$ cat config.mk
export PLATFORM = sky130hd
export DESIGN_NAME = grid_renderer
export DESIGN_NICKNAME = d
export VERILOG_FILES = /design/src/rtl/grid_pkg.sv /design/src/rtl/cell_colour_lut.sv /design/src/rtl/grid_renderer.sv
export SDC_FILE = /design/constraint.sdc
export NUM_CORES = 1
export LEC_CHECK = 0
export BUFFER_PORTS_ARGS = -buffer_cell sky130_fd_sc_hd__buf_2
export CORE_ASPECT_RATIO = 0.5
export CORE_UTILIZATION = 25
export CTS_BUF_LIST = sky130_fd_sc_hd__clkbuf_8
export CTS_CLUSTER_SIZE = 10
export DETAILED_ROUTE_END_ITERATION = 6
export PLACE_DENSITY_LB_ADDON = 0.3
export SLEW_MARGIN = 20
export SYNTH_ARGS = -nofsm -noshare
export SYNTH_HDL_FRONTEND = slang
export SYNTH_SLANG_ARGS = --single-unit
$ cat constraint.sdc
create_clock -name clk -period 2.5 [get_ports clk]
set_clock_uncertainty 0.1 [all_clocks]
set_input_delay 0.5 -clock clk [delete_from_list [all_inputs] [get_ports clk]]
set_output_delay 0.5 -clock clk [all_outputs]
set_load 0.01 [all_outputs]
$ cat src/rtl/grid_pkg.sv
// Shared constants and types for the column-store renderer: geometry, cell codes,
// colours and FSM state encodings.
package grid_pkg;
    localparam int NUM_COLS = 16;
    localparam int NUM_ROWS = 14;
    localparam int CELL_PX  = 8;
    localparam int CODE_W   = 2;
    localparam int WORD_W   = CODE_W * NUM_ROWS;
    localparam int COL_W    = $clog2(NUM_COLS);
    localparam int CELL_W   = $clog2(NUM_ROWS);
    localparam int PX_W     = $clog2(CELL_PX);

    typedef enum logic [CODE_W-1:0] {
        EMPTY = 2'b00,
        MEAT  = 2'b01,
        GREEN = 2'b10,
        WHITE = 2'b11
    } cell_code_t;

    localparam logic [2:0] COLOUR_EMPTY = 3'b000;
    localparam logic [2:0] COLOUR_MEAT  = 3'b100;
    localparam logic [2:0] COLOUR_GREEN = 3'b010;
    localparam logic [2:0] COLOUR_WHITE = 3'b111;

    localparam logic [2:0] ST_IDLE  = 3'd0;
    localparam logic [2:0] ST_FETCH = 3'd1;
    localparam logic [2:0] ST_WAIT  = 3'd2;
    localparam logic [2:0] ST_LATCH = 3'd3;
    localparam logic [2:0] ST_DRAW  = 3'd4;
    localparam logic [2:0] ST_DONE  = 3'd5;
endpackage

$ cat src/rtl/cell_colour_lut.sv
// Combinational map from a 2-bit cell code to a 3-bit {R,G,B} colour.
module cell_colour_lut
    import grid_pkg::*;
(
    input  logic [CODE_W-1:0] code,
    output logic [2:0]        colour
);
    always_comb begin
        colour = COLOUR_EMPTY;
        case (cell_code_t'(code))
            EMPTY:   colour = COLOUR_EMPTY;
            MEAT:    colour = COLOUR_MEAT;
            GREEN:   colour = COLOUR_GREEN;
            WHITE:   colour = COLOUR_WHITE;
            default: colour = COLOUR_EMPTY;
        endcase
    end
endmodule

$ cat src/rtl/grid_renderer.sv
// Frame scan-out of the column store as 8x8 cell blocks, one pixel per cycle.
// Define GRID_SKIP_UNCHANGED_EN to skip columns whose word matches the last drawn copy.
module grid_renderer
    import grid_pkg::*;
(
    input  logic        clk,
    input  logic        resetn,
    input  logic        start,
    output logic        busy,
    output logic        done,
    output logic [3:0]  rd_addr,
    input  logic [27:0] rd_data,
    output logic [7:0]  x,
    output logic [6:0]  y,
    output logic [2:0]  colour,
    output logic        plot
);
    logic [2:0]        state_reg;
    logic [COL_W-1:0]  col_reg;
    logic [CELL_W-1:0] cell_reg;
    logic [PX_W-1:0]   py_reg;
    logic [PX_W-1:0]   px_reg;
    logic [WORD_W-1:0] word_reg;
    logic [COL_W-1:0]  rd_addr_reg;
    logic [2:0]        colour_reg;
    logic              plot_reg;
    logic              busy_reg;
    logic              done_reg;

    logic              last_px, last_py, last_cell, last_col;
    logic              cell_adv, col_end, skip_col, advance_col;
    logic [CELL_W-1:0] cell_sel;
    logic [CELL_W:0]   code_idx;
    logic [CODE_W-1:0] code;
    logic [2:0]        lut_colour;

    assign last_px   = (px_reg == PX_W'(CELL_PX - 1));
    assign last_py   = (py_reg == PX_W'(CELL_PX - 1));
    assign last_cell = (cell_reg == CELL_W'(NUM_ROWS - 1));
    assign last_col  = (col_reg == COL_W'(NUM_COLS - 1));
    assign cell_adv  = last_px && last_py;
    assign col_end   = cell_adv && last_cell;

    // Colour is looked up for the pixel about to be shown, so it lands in the
    // same register stage as x/y/plot.
    assign cell_sel = (cell_adv && !last_cell) ? cell_reg + CELL_W'(1) : cell_reg;
    assign code_idx = {cell_sel, 1'b0};
    assign code     = (state_reg == ST_LATCH) ? rd_data[CODE_W-1:0]
                                              : word_reg[code_idx +: CODE_W];

    cell_colour_lut u_lut (
        .code   (code),
        .colour (lut_colour)
    );

`ifdef GRID_SKIP_UNCHANGED_EN
    logic [WORD_W-1:0]   shadow_mem [NUM_COLS];
    logic [WORD_W-1:0]   shadow_rd_reg;
    logic [NUM_COLS-1:0] valid_reg;
    logic                shadow_wr;

    assign shadow_wr = (state_reg == ST_DRAW) && col_end;

    // col_reg is stable from FETCH onward, so the registered read is ready by LATCH.
    always_ff @(posedge clk) begin
        if (shadow_wr)
            shadow_mem[col_reg] <= word_reg;
        shadow_rd_reg <= shadow_mem[col_reg];
    end

    always_ff @(posedge clk) begin
        if (!resetn)
            valid_reg <= '0;
        else if (shadow_wr)
            valid_reg[col_reg] <= 1'b1;
    end

    assign skip_col = valid_reg[col_reg] && (rd_data == shadow_rd_reg);
`else
    assign skip_col = 1'b0;
`endif

    assign advance_col = ((state_reg == ST_LATCH) && skip_col) ||
                         ((state_reg == ST_DRAW) && col_end);

    always_ff @(posedge clk) begin
        if (!resetn) begin
            state_reg   <= ST_IDLE;
            col_reg     <= '0;
            cell_reg    <= '0;
            py_reg      <= '0;
            px_reg      <= '0;
            word_reg    <= '0;
            rd_addr_reg <= '0;
            colour_reg  <= '0;
            plot_reg    <= 1'b0;
            busy_reg    <= 1'b0;
            done_reg    <= 1'b0;
        end else begin
            done_reg <= 1'b0;
            case (state_reg)
                ST_IDLE: begin
                    if (start) begin
                        state_reg <= ST_FETCH;
                        col_reg   <= '0;
                        busy_reg  <= 1'b1;
                    end
                end
                ST_FETCH: begin
                    rd_addr_reg <= col_reg;
                    state_reg   <= ST_WAIT;
                end
                ST_WAIT: state_reg <= ST_LATCH;
                ST_LATCH: begin
                    word_reg   <= rd_data;
                    cell_reg   <= '0;
                    py_reg     <= '0;
                    px_reg     <= '0;
                    colour_reg <= lut_colour;
                    plot_reg   <= !skip_col;
                    if (!skip_col)
                        state_reg <= ST_DRAW;
                end
                ST_DRAW: begin
                    px_reg <= px_reg + PX_W'(1);
                    if (last_px)
                        py_reg <= py_reg + PX_W'(1);
                    if (cell_adv && !last_cell)
                        cell_reg <= cell_reg + CELL_W'(1);
                    colour_reg <= lut_colour;
                    plot_reg   <= !col_end;
                end
                ST_DONE: state_reg <= ST_IDLE;
                default: state_reg <= ST_IDLE;
            endcase

            if (advance_col) begin
                if (last_col) begin
                    state_reg <= ST_DONE;
                    busy_reg  <= 1'b0;
                    done_reg  <= 1'b1;
                end else begin
                    col_reg   <= col_reg + COL_W'(1);
                    state_reg <= ST_FETCH;
                end
            end
        end
    end

    assign busy    = busy_reg;
    assign done    = done_reg;
    assign rd_addr = 4'(rd_addr_reg);
    assign x       = 8'({col_reg, px_reg});
    assign y       = 7'({cell_reg, py_reg});
    assign colour  = colour_reg;
    assign plot    = plot_reg;
endmodule

After elaboration in Yosys (flattened, before gate mapping)
Cells that the tools add are included.
Widths: inputs -> output; s select.

storage, ports and cells
  output and inout port bits = 25
  flip-flop bits (word level) = 55

operators by class
  add/sub/neg operators = 4
  reductions and logical operators = 13
  shift operators = 1
  equal/unequal tests = 14
  muxes and demuxes = 21

operator list
  operator             count
  $shiftx 28x6->2      1
  $mux 4               5
  $pmux 3 s5           1
  $mux 3               4
  $pmux 3 s2           2
  $pmux 3 s4           1
  $eq 3x3->1 const B   3
  $add 4x1->4 const B  2
  $eq 4x4->1 const B   2
  $pmux 4 s2           1
  $add 3x1->3 const B  2
  $eq 3x2->1 const B   2
  $reduce_and 2->1     3
  $mux 1               5
  $eq 2x2->1 const B   2
  $logic_and 1x1->1    4
  $ne 2x2->1 const B   2
  $eq 3x1->1 const B   1
  $logic_not 3->1      1
  $ne 3x3->1 const B   1
  $eq 2x1->1 const B   1
  $logic_not 1->1      2
  $logic_not 2->1      1
  $mux 2               1
  other kinds (3)      3

Depth between registers and ports, before layout
Gate-level depths: netlist of run 1.

  word-level depth = 8
  mapped depth = 11
  mapped depth without buffers = 9

Modules after synthesis
Synthesis of run 1 repeated with hierarchy kept, for this count alone.

unflattened totals
  cell total of the unflattened synthesis = 332
  area, all modules = 2,787.7 um2

modules (own cells, without submodules)
  module           area an instance (um2)  times used  cells each
  grid_renderer    2,773.9                 1           329
  cell_colour_lut  13.8                    1           3

Least setup slack after synthesis of run 1
No wires, ideal clock.

  path kind = register to register
  start point = register cell_reg[1]
  end point = register colour_reg[2] (netlist: colour[2])
  data arrival time = 2.232 ns
  cell stages (with the launch flop) = 10
  period minus slack after synthesis = 2.463 ns
  library setup time = 0.131 ns
  path slack = 0.037 ns
  cell sequence = dfxtp_1 -> inv_1 -> ha_1 -> and3_1 -> buf_6 -> o211ai_4 -> mux4_2 -> mux2i_1 -> a22o_1 -> o21ai_1

on the way
  longest elaborated chain between the ends = 8
  elaborated cells on any way between the ends = 12
  those cells by class = add/sub (1); eq/ne (4); shift (1); mux (3); reduce/logical (3)

RTL lines
  element                                                              RTL line               RTL
  from (decl)                                                          grid_renderer.sv:20    logic [CELL_W-1:0] cell_reg;
  from (signal assigned)                                               grid_renderer.sv:129   cell_reg <= cell_reg + CELL_W'(1);
  parallel branches: the longest is 3 deep, another holds $add 4x1->4  -
  $mux 4 *                                                             -
  $shiftx 28x6->2 *                                                    grid_renderer.sv:49    : word_reg[code_idx +: CODE_W];
  $mux 2 *                                                             grid_renderer.sv:48    assign code = (state_reg == ST_LATCH) ? rd_data[CODE_W-1:0]
  $eq 2x2->1, or another cell as far along                             cell_colour_lut.sv:10  case (cell_code_t'(code))
  $pmux 3 s4 *                                                         cell_colour_lut.sv:10
  to (signal assigned)                                                 grid_renderer.sv:119   colour_reg <= lut_colour;
  to (signal assigned)                                                 grid_renderer.sv:130   colour_reg <= lut_colour;
  to (decl)                                                            grid_renderer.sv:25    logic [2:0] colour_reg;

Every way passes the cells marked *.
A chain may end at the register's enable or synchronous reset.

Worst setup path after layout of run 1
Same ends and word-level chain as after synthesis.

==> flow_summary.ini, run 1 <==
[critical_path]
worstReg2RegStart = cell_reg[1]
critPathRequiredTime_ns = 2.61
path_class = register to register
crit_arrival_ns = 2.41
cp-end-kind = register
start_kind = register
setup.worst_path.start = cell_reg[1]
path_max_fanout = 6

[power]
power.switching_uw = 415
clkPwrFrac_pct = 37.4
p_seq_share_pct = 54.2
swShare_pct = 24.6
powerDensity_nw_per_um2 = 506
power.internal_mw = 1.27
p_comb_share_pct = 8.4
irDropWorstVdd_mv = 0.147
leakagePower_nw = 1.29

[timing]
worstMarginPinSlew_ns = 0.540
fin_setup_tns_ns = 0
setup_viol = 0
max_slew_margin_pct = 63.9
grt_setup_unrepaired = no
finalHoldViolations = 0
fin_crit_ns = 2.30
fmax_ghz = 0.434
finalCritPeriodShare_pct = 92.1
maxSlewViolCount = 0
setup_ws_ns = 0.197

[clocking]
cts_tree = done
postCtsHoldBufs = 0
cts.repair.resized = 0
cts.clk_slew.worst_paths_ns = 0.11
cts.sinks = 55
root_buffer = clkbuf_8
h-tree-depth = 2
clkLatencyLatePin_ns = 0.32
clk_path_buf_depth = 2
cts_buffers = 5
post-cts-setup-buffer-count = 0

[global_routing]
grt.busiest_layer = met2
grt_pass1_vias = 2374
grtUsageMet2_pct = 19.9
grt_use_met3_pct = 3.65
grt_overflow = 0
use_met1_pct = 17.2
antenna_found_initial = 0
grt_max_degree = 39
grt_pass1_wl_mm = 11.7
grt_use_total_pct = 12.8

[route]
drtAntennaViolNets = 0
initialDrtViolationCount = 89
drtPass1Iterations = 4
drt-total-wl_mm = 6.81
drc = 0
avgRoutedWirePerCell_um = 13.1
via_per_inst = 4.60
dr_total_vias = 2385

[die]
num_io_pins = 56
coreArea_um2 = 10400
initial_core_util_pct = 26.2
rows = 26
die_h_um = 76.0
die_w_um = 150
die_area_um2 = 11400

[synthesis]
synth_warnings = 0
ys.flop_type = dfxtp_1
synth_edf_count = 0
synth_sequential_area_ratio_pct = 40.2
yosysTopAreaCellShare_pct = 40.2
syn-cell-area_um2 = 2740
ys_ff_latch = 55
synth.net_count = 365
synth_area_leaders = dfxtp_1, nand2_1, a21boi_0, mux2i_1, ha_1
synth_area_per_cell_um2 = 8.38
async_flop_share_pct = 0
yosysUniqueCellTypes = 50
synth.largest_area_cell = dfxtp_1
syn_inst = 327

[finish]
antennaDiodeCount = 0
area_delta_synth_final_pct = 21.5
stdcell_count = 519
drive_above_1_share_pct = 22.4
largest_reg_flops = 28
layout_commonest_cell = nand2_1
nNetsFinal = 416
final_cell_mix = nand2_1, dfxtp_1, buf_2, a21boi_0, mux2i_1

[placed_design]
port_buffers = 54
place_congestion = 0.753
pre_cts_ws_ns = 0.0177
hpwl_mm = 4.89
dp.cells = 511

[min_path]
min-delay-start = rd_data[4]
min_path_type = primary input to register

[job]
drv_cap = 0

[status]
status = completed
-- cell families (layout without fill, tap and decap cells) --
family	Yosys count	after routing	share of synthesized area [%]
AND/OR/NAND/NOR	144	144	25.0
XOR/XNOR	1	1	0.320
buffers and inverters	24	76	3.93
adder cells (fa/ha/maj)	7	7	3.20
multiplexers	18	18	7.08
AO/OA/AOI/OAI	77	77	20.1
other	1	1	0.137
flip-flops	55	55	40.2
-- cell type report --
type / count / area (µm²)
fill: 1131 / 7110
multi-input combinational: 248 / 1560
sequential: 55 / 1100
timing repair buffer: 65 / 365
tap: 140 / 175
clock buffer: 5 / 68.8
clock inverter: 3 / 50.0
inverter: 3 / 11.3
-- worst paths after layout --
kind                   to  slack [ns]  cells after the start
min           word_reg[4]        0.31                      3
max reg2reg     colour[2]        0.20                      8
max             colour[2]        0.20                      8
min reg2reg  word_reg[22]        0.37                      2
-- power by group through the flow --
stage	sequential, mW	clock [mW]	combinational [mW]
6_report	0.914	0.631	0.141
5_1_grt	0.918	0.687	0.160
4_1_cts	0.914	0.658	0.143
3_5_place_dp	0.934	0	0.142
3_3_place_gp	0.934	0	0.141
2_1_floorplan	0.926	0	0.0923
-- worst max-delay path, cell delays in order, from the launching register on --
cell	delay, ns
dfxtp_1	0.34
inv_1	0.06
ha_1	0.23
and3_1	0.30
o211ai_4	0.25
mux4_2	0.51
mux2i_1	0.16
a22o_1	0.18
o21ai_1	0.06
-- synthesized netlist by cell type (3+ instances only) --
master	instances
ha_1	7
dfxtp_1	55
a22oi_1	3
a21boi_0	33
and2_1	5
nand3b_1	3
nor2b_1	12
clkbuf_1	15
inv_1	3
nor4_1	4
mux2i_1	16
o21ai_0	12
a21oi_1	9
nand3_1	14
nor2_1	14
and3_1	4
nand2_1	71
-- per-layer routing --
metal / wire length, µm / part of all wire (%)
met1: 3530 / 52
met2: 2940 / 43
met3: 286 / 4.2
met4: 57 / 0.84
met5: 0 / 0
-- per-stage QoR --
step / hold WS (ns) / power [mW] / utilization, % / instance area [µm²]
after floorplan: 0.338 / 1.02 / - / 2740
final: 0.306 / 1.69 / 31.9 / 3330
after CTS: 0.293 / 1.72 / 31.6 / 3300
after global routing: 0.298 / 1.77 / 31.9 / 3330
after global placement: 0.353 / 1.08 / 30.5 / 3180
after detailed placement: 0.357 / 1.08 / 30.5 / 3180
(Power assumes the default switching activity.)
==> inputs of run 2 (changes only) <==
--- a/config.mk
+++ b/config.mk
@@ -5,12 +5,13 @@
 export SDC_FILE = /design/constraint.sdc
 export NUM_CORES = 1
 export LEC_CHECK = 0
-export BUFFER_PORTS_ARGS = -buffer_cell sky130_fd_sc_hd__buf_2
+export BUFFER_PORTS_ARGS = -buffer_cell sky130_fd_sc_hd__buf_4
 export CORE_ASPECT_RATIO = 0.5
 export CORE_UTILIZATION = 25
 export CTS_BUF_LIST = sky130_fd_sc_hd__clkbuf_8
 export CTS_CLUSTER_SIZE = 10
 export DETAILED_ROUTE_END_ITERATION = 6
+export GPL_ROUTABILITY_DRIVEN = 1
 export PLACE_DENSITY_LB_ADDON = 0.3
 export SLEW_MARGIN = 20
 export SYNTH_ARGS = -nofsm -noshare
==> flow_summary.ini, run 2 (same netlist as run 1, synthesis figures left out) <==
[status]
status = completed

[clocking]
postCtsHoldBufs = 0
cts_tree = done
root_buffer = clkbuf_8
cts.repair.resized = 0
cts.sinks = 55
cts.clk_slew.worst_paths_ns = 0.11
cts_buffers = 5
post-cts-setup-buffer-count = 0
h-tree-depth = 2
clk_path_buf_depth = 2
clkLatencyLatePin_ns = 0.32

[timing]
worstMarginPinSlew_ns = 0.535
setup_viol = 0
max_slew_margin_pct = 64.2
fin_setup_tns_ns = 0
fmax_ghz = 0.427
grt_setup_unrepaired = no
setup_ws_ns = 0.158
finalCritPeriodShare_pct = 93.7
maxSlewViolCount = 0
fin_crit_ns = 2.34
finalHoldViolations = 0

[finish]
nNetsFinal = 416
drive_above_1_share_pct = 21.6
area_delta_synth_final_pct = 25.5
antennaDiodeCount = 0
fillers = 1139
layout_commonest_cell = nand2_1
final_cell_mix = nand2_1, buf_4, dfxtp_1, a21boi_0, mux2i_1
largest_reg_flops = 28

[critical_path]
path_class = register to register
start_kind = register
path_max_fanout = 6
rrSetupSlack_ns = 0.16
cp-end-kind = register
critPathRequiredTime_ns = 2.60
reg2reg_depth = 8
crit_arrival_ns = 2.44

[placed_design]
place_congestion = 0.770
pre_cts_ws_ns = 0.126
hpwl_mm = 4.90
port_buffers = 54

[die]
num_io_pins = 56
die_w_um = 150
die_area_um2 = 11400
die_h_um = 76.0
coreArea_um2 = 10400
initial_core_util_pct = 26.2
rows = 26

[power]
irDropWorstVdd_mv = 0.171
total_power_mw = 1.62
powerDensity_nw_per_um2 = 471
leakagePower_nw = 1.31

[min_path]
hold-path-cell-count = 3
min_path_type = primary input to register

[global_routing]
antenna_found_initial = 0
grt_max_degree = 43
grt_use_total_pct = 12.4
grt_pass1_wl_mm = 11.2
grt_pass1_vias = 2270
grt_overflow = 0

[route]
via_per_inst = 4.63
drt-total-wl_mm = 6.72
drc = 0
drtAntennaViolNets = 0
initialDrtViolationCount = 122
drtPass1Iterations = 4
dr_total_vias = 2402
avgRoutedWirePerCell_um = 13.0

[job]
drv_cap = 0
run 2: path summary, 6_finish.rpt:
check,end,start
setup / recovery,colour[2],cell_reg[1]
setup reg to reg,colour[2],cell_reg[1]
hold reg to reg,word_reg[10],word_reg[10]
hold / removal,word_reg[26],rd_data[26]
run 2: worst max-delay path: stages (launching register included):
cell and delay, ns:
dfxtp_1 0.34, inv_1 0.06, ha_1 0.22, and3_1 0.30
o211ai_4 0.28, mux4_2 0.52, mux2i_1 0.16, a22o_1 0.18
o21ai_1 0.07
run 2: metal layers:
metal | up-vias | share of wire, % | track usage (%)
li1 | 1237 | - | -
met1 | 1115 | 50 | 16.9
met2 | 46 | 44 | 19.5
met3 | 4 | 5.1 | 3.35
met4 | 0 | 0.52 | 2.42
met5 | - | 0 | 0
run 2: through the flow:
stage	instance area (µm²)	hold WS [ns]	utilization, %	instances
after floorplan	2740	0.338	-	327
after global routing	3440	0.309	32.9	519
after global placement	3320	0.351	31.8	511
final	3440	0.322	32.9	519
after detailed placement	3320	0.357	31.8	511
after CTS	3420	0.311	32.7	519
run 2: cell type report:
| type | instances | area (µm²) | area share (%) |
|---|---|---|---|
| repair buffers | 65 | 500 | 14.6 |
| inverters | 3 | 11.3 | 0.327 |
| flip-flops and latches | 55 | 1100 | 32.0 |
| clock buffers | 6 | 82.6 | 2.40 |
| well taps | 140 | 175 | 5.09 |
| multi-input cells | 248 | 1550 | 45.1 |
| clock inverters | 2 | 17.5 | 0.509 |
run 2: where the power goes:
group | internal (mW) | switching [mW] | leakage, nW
sequential | 0.896 | 0.0177 | 0.444
combinational | 0.0792 | 0.0745 | 0.811
clock | 0.233 | 0.318 | 0.0522
total | 1.21 | 0.410 | 1.31
